===== config.mk =====
export PLATFORM = sky130hd
export DESIGN_NAME = pipeline_stall_controller
export DESIGN_NICKNAME = d
export VERILOG_FILES = /design/src/rtl/pipeline_stall_controller.sv
export SDC_FILE = /design/constraint.sdc
export NUM_CORES = 1
export LEC_CHECK = 0
export ABC_AREA = 1
export BUFFER_PORTS_ARGS = -buffer_cell sky130_fd_sc_hd__buf_2
export CORE_ASPECT_RATIO = 1.4
export CORE_MARGIN = 2
export CORE_UTILIZATION = 52
export CTS_BUF_LIST = sky130_fd_sc_hd__clkbuf_4
export CTS_CLUSTER_SIZE = 28
export DETAILED_ROUTE_END_ITERATION = 10
export PLACE_DENSITY = 0.77
export SLEW_MARGIN = 10
export SYNTH_ARGS = -nofsm -noshare
export SYNTH_HDL_FRONTEND = slang
export SYNTH_SLANG_ARGS = --single-unit

===== constraint.sdc =====
create_clock -name clk -period 1.5 [get_ports clk]
set_input_delay 0.15 -clock clk [delete_from_list [all_inputs] [get_ports clk]]
set_output_delay 0.15 -clock clk [all_outputs]
set_load 0.02 [all_outputs]

===== src/rtl/pipeline_stall_controller.sv =====
// Stall/flush sequencer: merges load-use, branch flush and memory wait
// into pipeline enables, with timeout error and perf counters.
module pipeline_stall_controller #(
    parameter int MEM_TIMEOUT = 15,
    parameter int CNT_W       = 16
) (
    input  logic             clk,
    input  logic             rst_n,
    input  logic             load_use_haz_i,
    input  logic             branch_taken_i,
    input  logic             mem_access_i,
    input  logic             mem_ready_i,
    input  logic             perf_clr_i,
    output logic             pc_write_en,
    output logic             if_id_write_en,
    output logic             id_ex_bubble,
    output logic             pipe_hold,
    output logic             if_id_flush,
    output logic             id_ex_flush,
    output logic             ex_mem_flush,
    output logic             mem_timeout_err,
    output logic [CNT_W-1:0] stall_cnt,
    output logic [CNT_W-1:0] flush_cnt
);

    localparam int WAIT_W = (MEM_TIMEOUT > 1) ? $clog2(MEM_TIMEOUT) : 1;
    localparam logic [WAIT_W-1:0] WAIT_LAST = WAIT_W'(MEM_TIMEOUT - 1);

    localparam logic [1:0] S_RUN  = 2'd0;
    localparam logic [1:0] S_WAIT = 2'd1;
    localparam logic [1:0] S_ERR  = 2'd2;

    logic [1:0]        state;
    logic [1:0]        state_nxt;
    logic [WAIT_W-1:0] wait_cnt;
    logic [WAIT_W-1:0] wait_nxt;
    logic              err_nxt;
    logic              freeze;
    logic              decode;
    logic              brk;
    logic              lu_stall;

    always_comb begin
        state_nxt = state;
        wait_nxt  = wait_cnt;
        err_nxt   = mem_timeout_err;
        freeze    = 1'b0;
        decode    = 1'b0;
        unique case (state)
            S_RUN: begin
                if (mem_access_i && !mem_ready_i) begin
                    freeze = 1'b1;
                    if (MEM_TIMEOUT == 1) begin
                        state_nxt = S_ERR;
                        err_nxt   = 1'b1;
                    end else begin
                        state_nxt = S_WAIT;
                        wait_nxt  = WAIT_W'(1);
                    end
                end else begin
                    decode = 1'b1;
                end
            end
            S_WAIT: begin
                if (!mem_ready_i) begin
                    freeze = 1'b1;
                    if (wait_cnt == WAIT_LAST) begin
                        state_nxt = S_ERR;
                        err_nxt   = 1'b1;
                    end else begin
                        wait_nxt = wait_cnt + WAIT_W'(1);
                    end
                end else begin
                    decode    = 1'b1;
                    wait_nxt  = '0;
                    state_nxt = S_RUN;
                end
            end
            S_ERR: begin
                freeze = 1'b1;
            end
            default: begin
                state_nxt = S_RUN;
                wait_nxt  = '0;
            end
        endcase
    end

    // Branch outranks load-use: the load-use victim is flushed anyway.
    assign brk      = decode && branch_taken_i;
    assign lu_stall = decode && !branch_taken_i && load_use_haz_i;

    assign pc_write_en    = !(freeze || lu_stall);
    assign if_id_write_en = !(freeze || lu_stall);
    assign id_ex_bubble   = lu_stall;
    assign pipe_hold      = freeze;
    assign if_id_flush    = brk;
    assign id_ex_flush    = brk;
    assign ex_mem_flush   = brk;

    always_ff @(posedge clk or negedge rst_n) begin
        if (!rst_n) begin
            state           <= S_RUN;
            wait_cnt        <= '0;
            mem_timeout_err <= 1'b0;
        end else begin
            state           <= state_nxt;
            wait_cnt        <= wait_nxt;
            mem_timeout_err <= err_nxt;
        end
    end

    always_ff @(posedge clk or negedge rst_n) begin
        if (!rst_n) begin
            stall_cnt <= '0;
            flush_cnt <= '0;
        end else if (perf_clr_i) begin
            stall_cnt <= '0;
            flush_cnt <= '0;
        end else begin
            if (!pc_write_en && stall_cnt != '1)
                stall_cnt <= stall_cnt + CNT_W'(1);
            if (brk && flush_cnt != '1)
                flush_cnt <= flush_cnt + CNT_W'(1);
        end
    end

endmodule

==> qor.csv, run 1 <==
metric,value,unit
max-cap-violations,0,
yosys-top-cells-area,"dfrtp_1 (38%), nand2_1 (14%), nand3_1 (9.5%), nand4_1 (5.1%), nor2_1 (5.1%)",
clk_latency,0.36,ns
r2r_start,state[1]$_DFFE_PN0P_,
hold_violations,0,
grt_use_total,26.3,%
clockBufferDepth,2,
fillerInstances,348,
grt_max_degree,33,
area_delta_synth_final,36.9,%
required,1.35,ns
crit_fanout,3,
synth.distinct_cells,31,
violations,setup timing,
grt_pass1_wl,11500,µm
synth_top_flop_cell,dfrtp_1,
gp_congestion,0.873,
multi_input_area,1520,µm²
nNetsFinal,460,
fmax,0.621,GHz
stdcell_area,3550,µm²
die_height,87.6,µm
htreeDepth,2,
ant_nets,0,
synth_cells,354,
fin_worst_skew,0.0185,ns
diodes,0,
wirelength,7240,µm
dr.pass1.iters,5,
ir_worst_vdd,303,µV
clk_pin_slew,0.11,ns
start_util,53.6,%
pin_count,47,
antenna_found_initial,0,
synth_edf_count,0,
synth_common_cells,"nand2_1 (97), nand3_1 (49), dfrtp_1 (39)",
cp-startpoint,state[0]$_DFFE_PN0P_,
slew_headroom,67.0,%
min_period_over_period,107,%
cts_inserted_buffers,5,
layout-drive-gt1-share,35.1,%
synth-seq-cells,39,
cp-end-kind,output port,
cts_root_buf,clkbuf_4,
port_buffers,46,
yosysTopAreaCellShare,37.6,%
ys_warn_count,0,
regArea,983,µm²
hold_path_class,in2reg,
avgSynthCellArea,7.33,µm²
drc,0,
detailroute.via_count,2757,
yosysSeqAreaShare,37.6,%
rows,30,
syn_nets,365,
hpwl,5050,µm
grt_pass1_vias,2641,
post-synth-top-count-cell,nand2_1,
clkSinkCount,39,
arrival,1.46,ns
routed_via_density,5.36,
drtIter0Drc,231,
powerDensity,493,nW/µm²
dpl_cell_area,3220,µm²
async_flop_share,100,%
hold_start,perf_clr_i,
rsz0062_at_grt,true,
die_area,5580,µm²
status,"finished, violations left",
netlist_area,2590,µm²
fin_util,73.4,%
slew_viol_final,0,
path_class,reg2out,
start_kind,flip-flop,
synth_area_leader_cell,dfrtp_1,
max_slew.worst_pin.slew,0.490,ns
post-place-ws,-0.0130,ns
fin_setup_tns,-1.07,ns
tritoncts,built,
layout_setup_ws,-0.110,ns
fp.dieW,63.7,µm
grt-ovfl-total,0,
core,4840,µm²
p_leak,0.00180,µW
wl_per_cell,14.1,µm
p_total,1750,µW
setup_viol,32,
period_minus_slack,1.61,ns
[per-stage QoR]
stage	cells	hold WS [ns]
finish	514	0.0906
global route	514	0.0831
CTS	510	0.0559
detailed placement	495	0.142
global placement	495	0.137
floorplan	354	-0.146
[path summary, 6_finish.rpt]
| kind | cells after the start | slack (ns) | to |
|---|---|---|---|
| min in group asynchronous | 2 | 0.28 | stall_cnt[10]$_DFFE_PN0P_ |
| worst max-delay path | 6 | -0.11 | pc_write_en |
| max in group asynchronous | 3 | 0.72 | flush_cnt[9]$_DFFE_PN0P_ |
| worst max register to register | 9 | -0.08 | flush_cnt[13]$_DFFE_PN0P_ |
| worst min-delay path | 4 | 0.09 | flush_cnt[8]$_DFFE_PN0P_ |
| worst min register to register | 1 | 0.50 | mem_timeout_err$_DFFE_PN0P_ |
[logic make-up (layout without fill, tap and decap cells)]
| logic type | count (synthesis) | count (layout) | synth area share (%) |
|---|---|---|---|
| simple gates | 231 | 231 | 41.3 |
| xor+xnor | 11 | 11 | 3.71 |
| buf+inv | 47 | 143 | 8.78 |
| flops | 39 | 39 | 37.6 |
| compound gates | 22 | 22 | 6.65 |
| fa+ha+maj | 4 | 4 | 1.93 |
[repair_timing]
item / in CTS / in global routing
hold buffers: 1 / 0
setup buffers: 7 / 3
resized for setup: 31 / 18
pin swaps: 7 / 7
setup endpoints to repair: 27 / 41
cloned: 0 / 1
endpoints found under the hold margin: 19 / 0
[where the power goes]
| part | internal, µW | switching, µW |
|---|---|---|
| Clock | 192 | 353 |
| Sequential | 1060 | 7.87 |
| Combinational | 50.0 | 90.4 |
[state kept, by name, indices dropped and copies added (netlist names)]
| signal | cells |
|---|---|
| stall_cnt | 16 |
| mem_timeout_err | 1 |
| wait_cnt | 4 |
| state | 2 |
| flush_cnt | 16 |
[cell usage in the layout, fill, tap and decap left out, types with 2 or more instances in the layout]
master / n
nand2_1: 95
buf_4: 43
nand3_1: 42
buf_2: 39
dfrtp_1: 33
nor2_1: 31
inv_1: 29
nand4_1: 21
xor2_1: 11
buf_6: 11
nand3_2: 8
nor2_4: 7
nand3b_1: 7
clkbuf_4: 6
dfrtp_2: 6
nand2_4: 5
nor2_2: 5
o21ai_1: 5
buf_12: 5
inv_2: 4
nand2_2: 4
o21ai_0: 4
o21ai_2: 4
o21ai_4: 3
nor3_1: 3
inv_4: 2
or2_2: 2
a21oi_1: 2
ha_4: 2
ha_1: 2
clkinv_1: 2
[worst max-delay path, stage by stage, from the launching register on]
cell	delay, ns
dfrtp_1	0.44
inv_2	0.08
buf_6	0.13
o21ai_4	0.21
nand2_4	0.08
inv_4	0.07
buf_6	0.11
[final cells by class]
type,count,area share [%]
timing repair buffer,100,21.9
clock inverter,2,0.211
multi-input combinational,268,42.9
sequential,39,27.7
tap,64,2.25
inverter,35,3.84
clock buffer,6,1.27
[metal layers]
layer  wire, µm  GRT usage (%)  share of wire [%]  vias up
met3        305           4.24                4.2       18
met1       2810           28.9                 39     1298
met4        153           9.29                2.1        0
met2       3970           50.8                 55       91
li1           -              -                  -     1350
met5          0              0                  0        -
(Power assumes the default switching activity.)
==> run 2: changes to the inputs <==
--- a/config.mk
+++ b/config.mk
@@ -13,7 +13,7 @@
 export CTS_BUF_LIST = sky130_fd_sc_hd__clkbuf_4
 export CTS_CLUSTER_SIZE = 28
 export DETAILED_ROUTE_END_ITERATION = 10
-export PLACE_DENSITY = 0.77
+export PLACE_DENSITY = 0.78
 export SLEW_MARGIN = 10
 export SYNTH_ARGS = -nofsm -noshare
 export SYNTH_HDL_FRONTEND = slang
==> run 2 against run 1 <==
Net effect:
- the flow finishes with violations (DRC, setup timing)
- first-iteration DRC count increased by 19%
- die area unchanged
- fmax increased by 1.1%
- utilization decreased by 2.1 points
- flip-flop and latch count unchanged
- non-clock buffer count decreased by 2
- cell count decreased by 0.58%
==> qor.csv, run 2 (synthesis results as in run 1) <==
metric,value,unit,change
diodes,0,,unchanged
detailroute.via_count,2805,,+1.7%
start_util,53.6,%,unchanged
required,1.35,ns,about the same
ir_worst_vdd,348,µV,+15%
fp.dieW,63.7,µm,unchanged
powerDensity,498,nW/µm²,+1.1%
core,4840,µm²,unchanged
grt_pass1_wl,11800,µm,+2.8%
p_leak,0.00177,µW,-1.4%
drtIter0Drc,274,,+19%
hold_violations,0,,unchanged
fmax,0.628,GHz,+1.1%
fin_util,71.3,%,-2.1 points
clockBufferDepth,2,,unchanged
clk_pin_slew,0.12,ns,about the same
violations,"DRC, setup timing",,
port_buffers,46,,unchanged
crit_fanout,4,,+1
holdPathStages,4,,unchanged
grt_use_total,26.8,%,+0.55 points
hold_path_class,in2reg,,
p_total,1720,µW,-1.7%
layout_setup_ws,-0.0932,ns,+0.0170 ns
start_kind,flip-flop,,
die_area,5580,µm²,unchanged
stdcell_area,3450,µm²,-2.8%
arrival,1.44,ns,-0.02 ns
cp_slowest_cell,dfrtp_2,,
grt-busiest-layer,met2,,
drc,1,,+1
slew_headroom,66.5,%,-0.52 points
status,"finished, violations left",,
area_delta_synth_final,33.1,%,
period_minus_slack,1.59,ns,-0.0170 ns
critical_path.cell_chain,nor2_4 -> nand2_2 -> nand2_4 -> nand2_4 -> nand2_2 -> inv_2 -> buf_6,,
rows,30,,unchanged
max-cap-violations,0,,unchanged
clk_latency,0.36,ns,about the same
reg2reg_depth,7,,-2
layout_common_cells,"nand2_1 (95), nand3_1 (46), buf_4 (46)",,
cp.depth,7,,+1
multi_input_area,1490,µm²,-2.0%
clkSinkCount,39,,unchanged
cpLargestDelayFamily,flip-flops,,
reg.largest.list,"flush_cnt (16), stall_cnt (16), wait_cnt (4)",,
htreeDepth,2,,unchanged
die_height,87.6,µm,unchanged
tritoncts,built,,
cpPeakStageDelay,0.49,ns,+0.05 ns
wirelength,7330,µm,+1.3%
hpwl,5040,µm,-0.11%
min_period_over_period,106,%,-1.1 points
cts_root_buf,clkbuf_4,,
cts_inserted_buffers,5,,unchanged
post-place-ws,-0.0144,ns,-0.00139 ns
regArea,982,µm²,-0.13%
fillerInstances,371,,+6.6%
wl_per_cell,14.3,µm,+1.9%
max_slew.worst_pin.slew,0.503,ns,+0.0130 ns
gp_congestion,0.877,,+0.47%
setup_viol,19,,-41%
fin_worst_skew,0.0133,ns,-0.00520 ns
grt_max_degree,40,,+21%
cp-end-kind,output port,,
grtUsageMet3,4.37,%,+0.13 points
dr.pass1.iters,7,,+2
hold-worst-slack,0.0633,ns,-0.0273 ns
grt_pass1_vias,2723,,+3.1%
grt-ovfl-total,0,,unchanged
final_common_cell,nand2_1,,
antenna_found_initial,0,,unchanged
slew_viol_final,0,,unchanged
crit_buf_inv,2,,-2
rsz0062_at_grt,true,,
dpl_cell_area,3180,µm²,-1.0%
layout-drive-gt1-share,34.2,%,-0.88 points
nNetsFinal,458,,-0.43%
path_class,reg2out,,
met1_usage,28.7,%,-0.17 points
pin_count,47,,unchanged
met2_usage,51.1,%,+0.29 points
routed_via_density,5.49,,+2.3%
ant_nets,0,,unchanged
run 2: cell count changes in the layout (fill, tap and decap cells not counted), moves of 2 or more:
cell and change:
nor2_1 -2, nand3_2 -4, o21ai_1 +2, nand3_1 +4, nor2_2 +4, buf_4 +3
buf_12 -3, nor2_4 -2, buf_6 -2, o21ai_0 -2
run 2: timing repair:
action | in CTS | in global routing
gates cloned | 0 | 1
resized for setup | 31 | 11
endpoints found under the hold margin | 39 | 0
pin swaps | 7 | 4
setup buffers | 8 | 1
endpoints found under the setup margin | 27 | 37
hold buffers | 1 | 0
run 2: path summary, 6_finish.rpt:
path | from | to | slack [ns]
setup / recovery | state[1]$_DFFE_PN0P_ | pc_write_en | -0.09
hold / removal | perf_clr_i | flush_cnt[8]$_DFFE_PN0P_ | 0.06
setup reg to reg | state[1]$_DFFE_PN0P_ | stall_cnt[13]$_DFFE_PN0P_ | -0.02
hold reg to reg | mem_timeout_err$_DFFE_PN0P_ | mem_timeout_err$_DFFE_PN0P_ | 0.51
max in group asynchronous | rst_n | stall_cnt[0]$_DFFE_PN0P_ | 0.75
min in group asynchronous | rst_n | wait_cnt[1]$_DFFE_PN0P_ | 0.36
run 2: area by class of cell:
class / instances / area share, %
repair buffers: 98 / 20.8
multi-input cells: 268 / 43.3
flip-flops and latches: 39 / 28.4
clock buffers: 5 / 1.09
inverters: 35 / 3.88
well taps: 64 / 2.32
clock inverters: 2 / 0.254
run 2: worst register-to-register path, cell delays in order, from the launching register on:
cell and delay [ns]:
dfrtp_2 0.49, nor2_2 0.24, o21ai_4 0.11, buf_4 0.15, a21oi_4 0.15, buf_12 0.16, nand3_1 0.09, nand2_1 0.08
run 2: power breakdown:
part           switching [µW]  internal, µW  total (µW)
Clock                     357           166         524
Combinational            87.1          43.5         131
Sequential               8.23          1060        1070
run 2: metrics by stage:
stage,cells,TNS (ns)
floorplan,354,0
finish,511,-0.599
global placement,494,0
CTS,509,-0.322
detailed placement,494,-0.0359
global route,511,-2.67
run 2: layer usage:
layer | vias up | part of all wire (%)
li1 | 1344 | -
met1 | 1334 | 37
met2 | 98 | 55
met3 | 29 | 4.7
met4 | 0 | 3.5
met5 | - | 0
==> run 3: changes to the inputs <==
--- a/config.mk
+++ b/config.mk
@@ -9,11 +9,11 @@
 export BUFFER_PORTS_ARGS = -buffer_cell sky130_fd_sc_hd__buf_2
 export CORE_ASPECT_RATIO = 1.4
 export CORE_MARGIN = 2
-export CORE_UTILIZATION = 52
+export CORE_UTILIZATION = 30
 export CTS_BUF_LIST = sky130_fd_sc_hd__clkbuf_4
 export CTS_CLUSTER_SIZE = 28
 export DETAILED_ROUTE_END_ITERATION = 10
-export PLACE_DENSITY = 0.78
+export PLACE_DENSITY = 0.5
 export SLEW_MARGIN = 10
 export SYNTH_ARGS = -nofsm -noshare
 export SYNTH_HDL_FRONTEND = slang
==> run 3 against run 2 <==
Net effect:
- final area increased by 5.8%
- clock-buffer cell count is 1 higher
- critical endpoint unchanged
- setup slack worse by 0.034 ns
- die area up 69%
- flip-flop and latch count unchanged
- utilization decreased by 28 points
- largest cell class unchanged
- sequential power about the same
- the run ends with setup timing left
- register-to-register slack got worse by 0.02 ns
==> qor.csv, run 3 (synthesis results as in run 1) <==
metric,value,unit,change
clkSinkCount,39,,unchanged
htreeDepth,2,,unchanged
fin_worst_skew,0.0110,ns,-0.00226 ns
cp-startpoint,state[1]$_DFFE_PN0P_,,
drtIter0Drc,71,,-74%
grt-ovfl-total,0,,unchanged
die_height,114,µm,+30%
hold-worst-slack,0.154,ns,+0.0910 ns
rsz0062_at_grt,true,,
ir_worst_vdd,229,µV,-34%
grt_pass1_vias,2646,,-2.8%
clk_latency,0.37,ns,about the same
hold_path_class,in2reg,,
grt_pass1_wl,12500,µm,+5.4%
fmax,0.615,GHz,-2.1%
final_common_cell,nand2_1,,
die_area,9420,µm²,+69%
rows,40,,+33%
violations,setup timing,,
status,"finished, violations left",,
clockBufferDepth,2,,unchanged
fp.dieW,82.6,µm,+30%
grt_max_degree,42,,+5.0%
clk_pin_slew,0.12,ns,about the same
cts_root_buf,clkbuf_4,,
hold_start,mem_ready_i,,
layout-drive-gt1-share,36.6,%,+2.4 points
drc,0,,-1
min_period_over_period,108,%,+2.3 points
grt_use_total,17.4,%,-9.5 points
layout_common_cells,"nand2_1 (92), buf_4 (54), nand3_1 (46)",,
routed_via_density,4.82,,-12%
p_leak,0.00185,µW,+4.3%
crit_fanout,5,,+1
powerDensity,486,nW/µm²,-2.5%
cp-endpoint,pc_write_en,,
stdcell_area,3650,µm²,+5.8%
gp_congestion,0.827,,-5.7%
reg2reg_depth,11,,+4
dr.pass1.iters,4,,-3
path_class,reg2out,,
slew_viol_final,0,,unchanged
max_slew.worst_pin.slew,0.431,ns,-0.0719 ns
wl_per_cell,13.6,µm,-5.4%
area_delta_synth_final,40.7,%,
start_kind,flip-flop,,
hold_violations,0,,unchanged
core,8510,µm²,+76%
r2r_start,state[1]$_DFFE_PN0P_,,
port_buffers,46,,unchanged
r2r-end,wait_cnt[3]$_DFFE_PN0P_,,
arrival,1.48,ns,+0.04 ns
pin_count,47,,unchanged
nNetsFinal,469,,+2.4%
worst-r2r-setup-slack,-0.04,ns,-0.02 ns
tritoncts,built,,
diodes,0,,unchanged
period_minus_slack,1.63,ns,+0.0341 ns
slew_headroom,71.0,%,+4.5 points
reg.largest.list,"flush_cnt (16), stall_cnt (16), wait_cnt (4)",,
layout_setup_ws,-0.127,ns,-0.0341 ns
dpl_cell_area,3310,µm²,+4.0%
wirelength,7660,µm,+4.4%
ant_nets,0,,unchanged
required,1.35,ns,about the same
start_util,30.5,%,-23 points
setup_viol,26,,+7
cts_inserted_buffers,5,,unchanged
hpwl,5550,µm,+10%
max-cap-violations,0,,unchanged
detailroute.via_count,2716,,-3.2%
antenna_found_initial,0,,unchanged
cp-end-kind,output port,,
-- run 3: cell count changes in the layout (fill, tap and decap cells not counted), moves of 3 or more --
| cell | before | now |
|---|---|---|
| buf_12 | 2 | 5 |
| nand2_1 | 95 | 92 |
| o21ai_1 | 7 | 4 |
| buf_4 | 46 | 54 |
-- run 3: worst max-delay path, cell delays in order, from the launching register on --
cell     delay [ns]
dfrtp_2        0.47
nor2_2         0.06
buf_4          0.15
o21ai_4        0.19
nand2_4        0.08
inv_4          0.07
buf_6          0.11
-- run 3: timing repair --
action / CTS / global route
hold buffers: 2 / 0
buffers inserted: 8 / 4
gates resized for setup: 31 / 20
cloned: 0 / 0
endpoints found under the hold margin: 40 / 0
endpoints found under the setup margin: 16 / 43
pin swaps: 11 / 2
-- run 3: report_power, final --
group / internal, µW / total, µW / switching [µW] / leakage, µW
clock network: 192 / 564 / 372 / 0.0000307
registers: 1060 / 1070 / 8.47 / 0.000531
logic: 50.7 / 143 / 92.2 / 0.00129
-- run 3: layout make-up --
type                    instances  area (µm²)
well taps                     105         131
flip-flops and latches         39         982
repair buffers                109         826
fillers                       888        4860
clock buffers                   6        45.0
inverters                      35         139
multi-input cells             268        1520
clock inverters                 2        7.51
-- run 3: layer usage --
layer	global-route usage, %	wire, µm
met5	0	0
met4	6.78	173
met3	2.93	229
met2	32.2	4210
met1	19.2	3050
-- run 3: metrics by stage --
step / std cells / util (%) / TNS [ns] / setup WS (ns) / total power, µW
2_1_floorplan: 354 / - / 0 / 0.0122 / 1150
3_3_place_gp: 542 / 38.9 / -0.000512 / -0.000512 / 1220
3_5_place_dp: 542 / 38.9 / -0.0229 / -0.00786 / 1220
4_1_cts: 560 / 41.7 / -0.895 / -0.125 / 1820
5_1_grt: 564 / 42.9 / -4.17 / -0.210 / 1880
6_report: 564 / 42.9 / -0.877 / -0.127 / 1770
-- run 3: worst min-delay path by stage --
stage,endpoint,slack [ns],depth (start not counted)
4_1_cts,wait_cnt[2]$_DFFE_PN0P_,0.09,4
5_1_grt,wait_cnt[2]$_DFFE_PN0P_,0.19,4
3_5_place_dp,flush_cnt[15]$_DFFE_PN0P_,0.14,2
6_report,wait_cnt[2]$_DFFE_PN0P_,0.15,4
2_1_floorplan,flush_cnt[0]$_DFFE_PN0P_,-0.15,0
3_3_place_gp,flush_cnt[15]$_DFFE_PN0P_,0.14,2
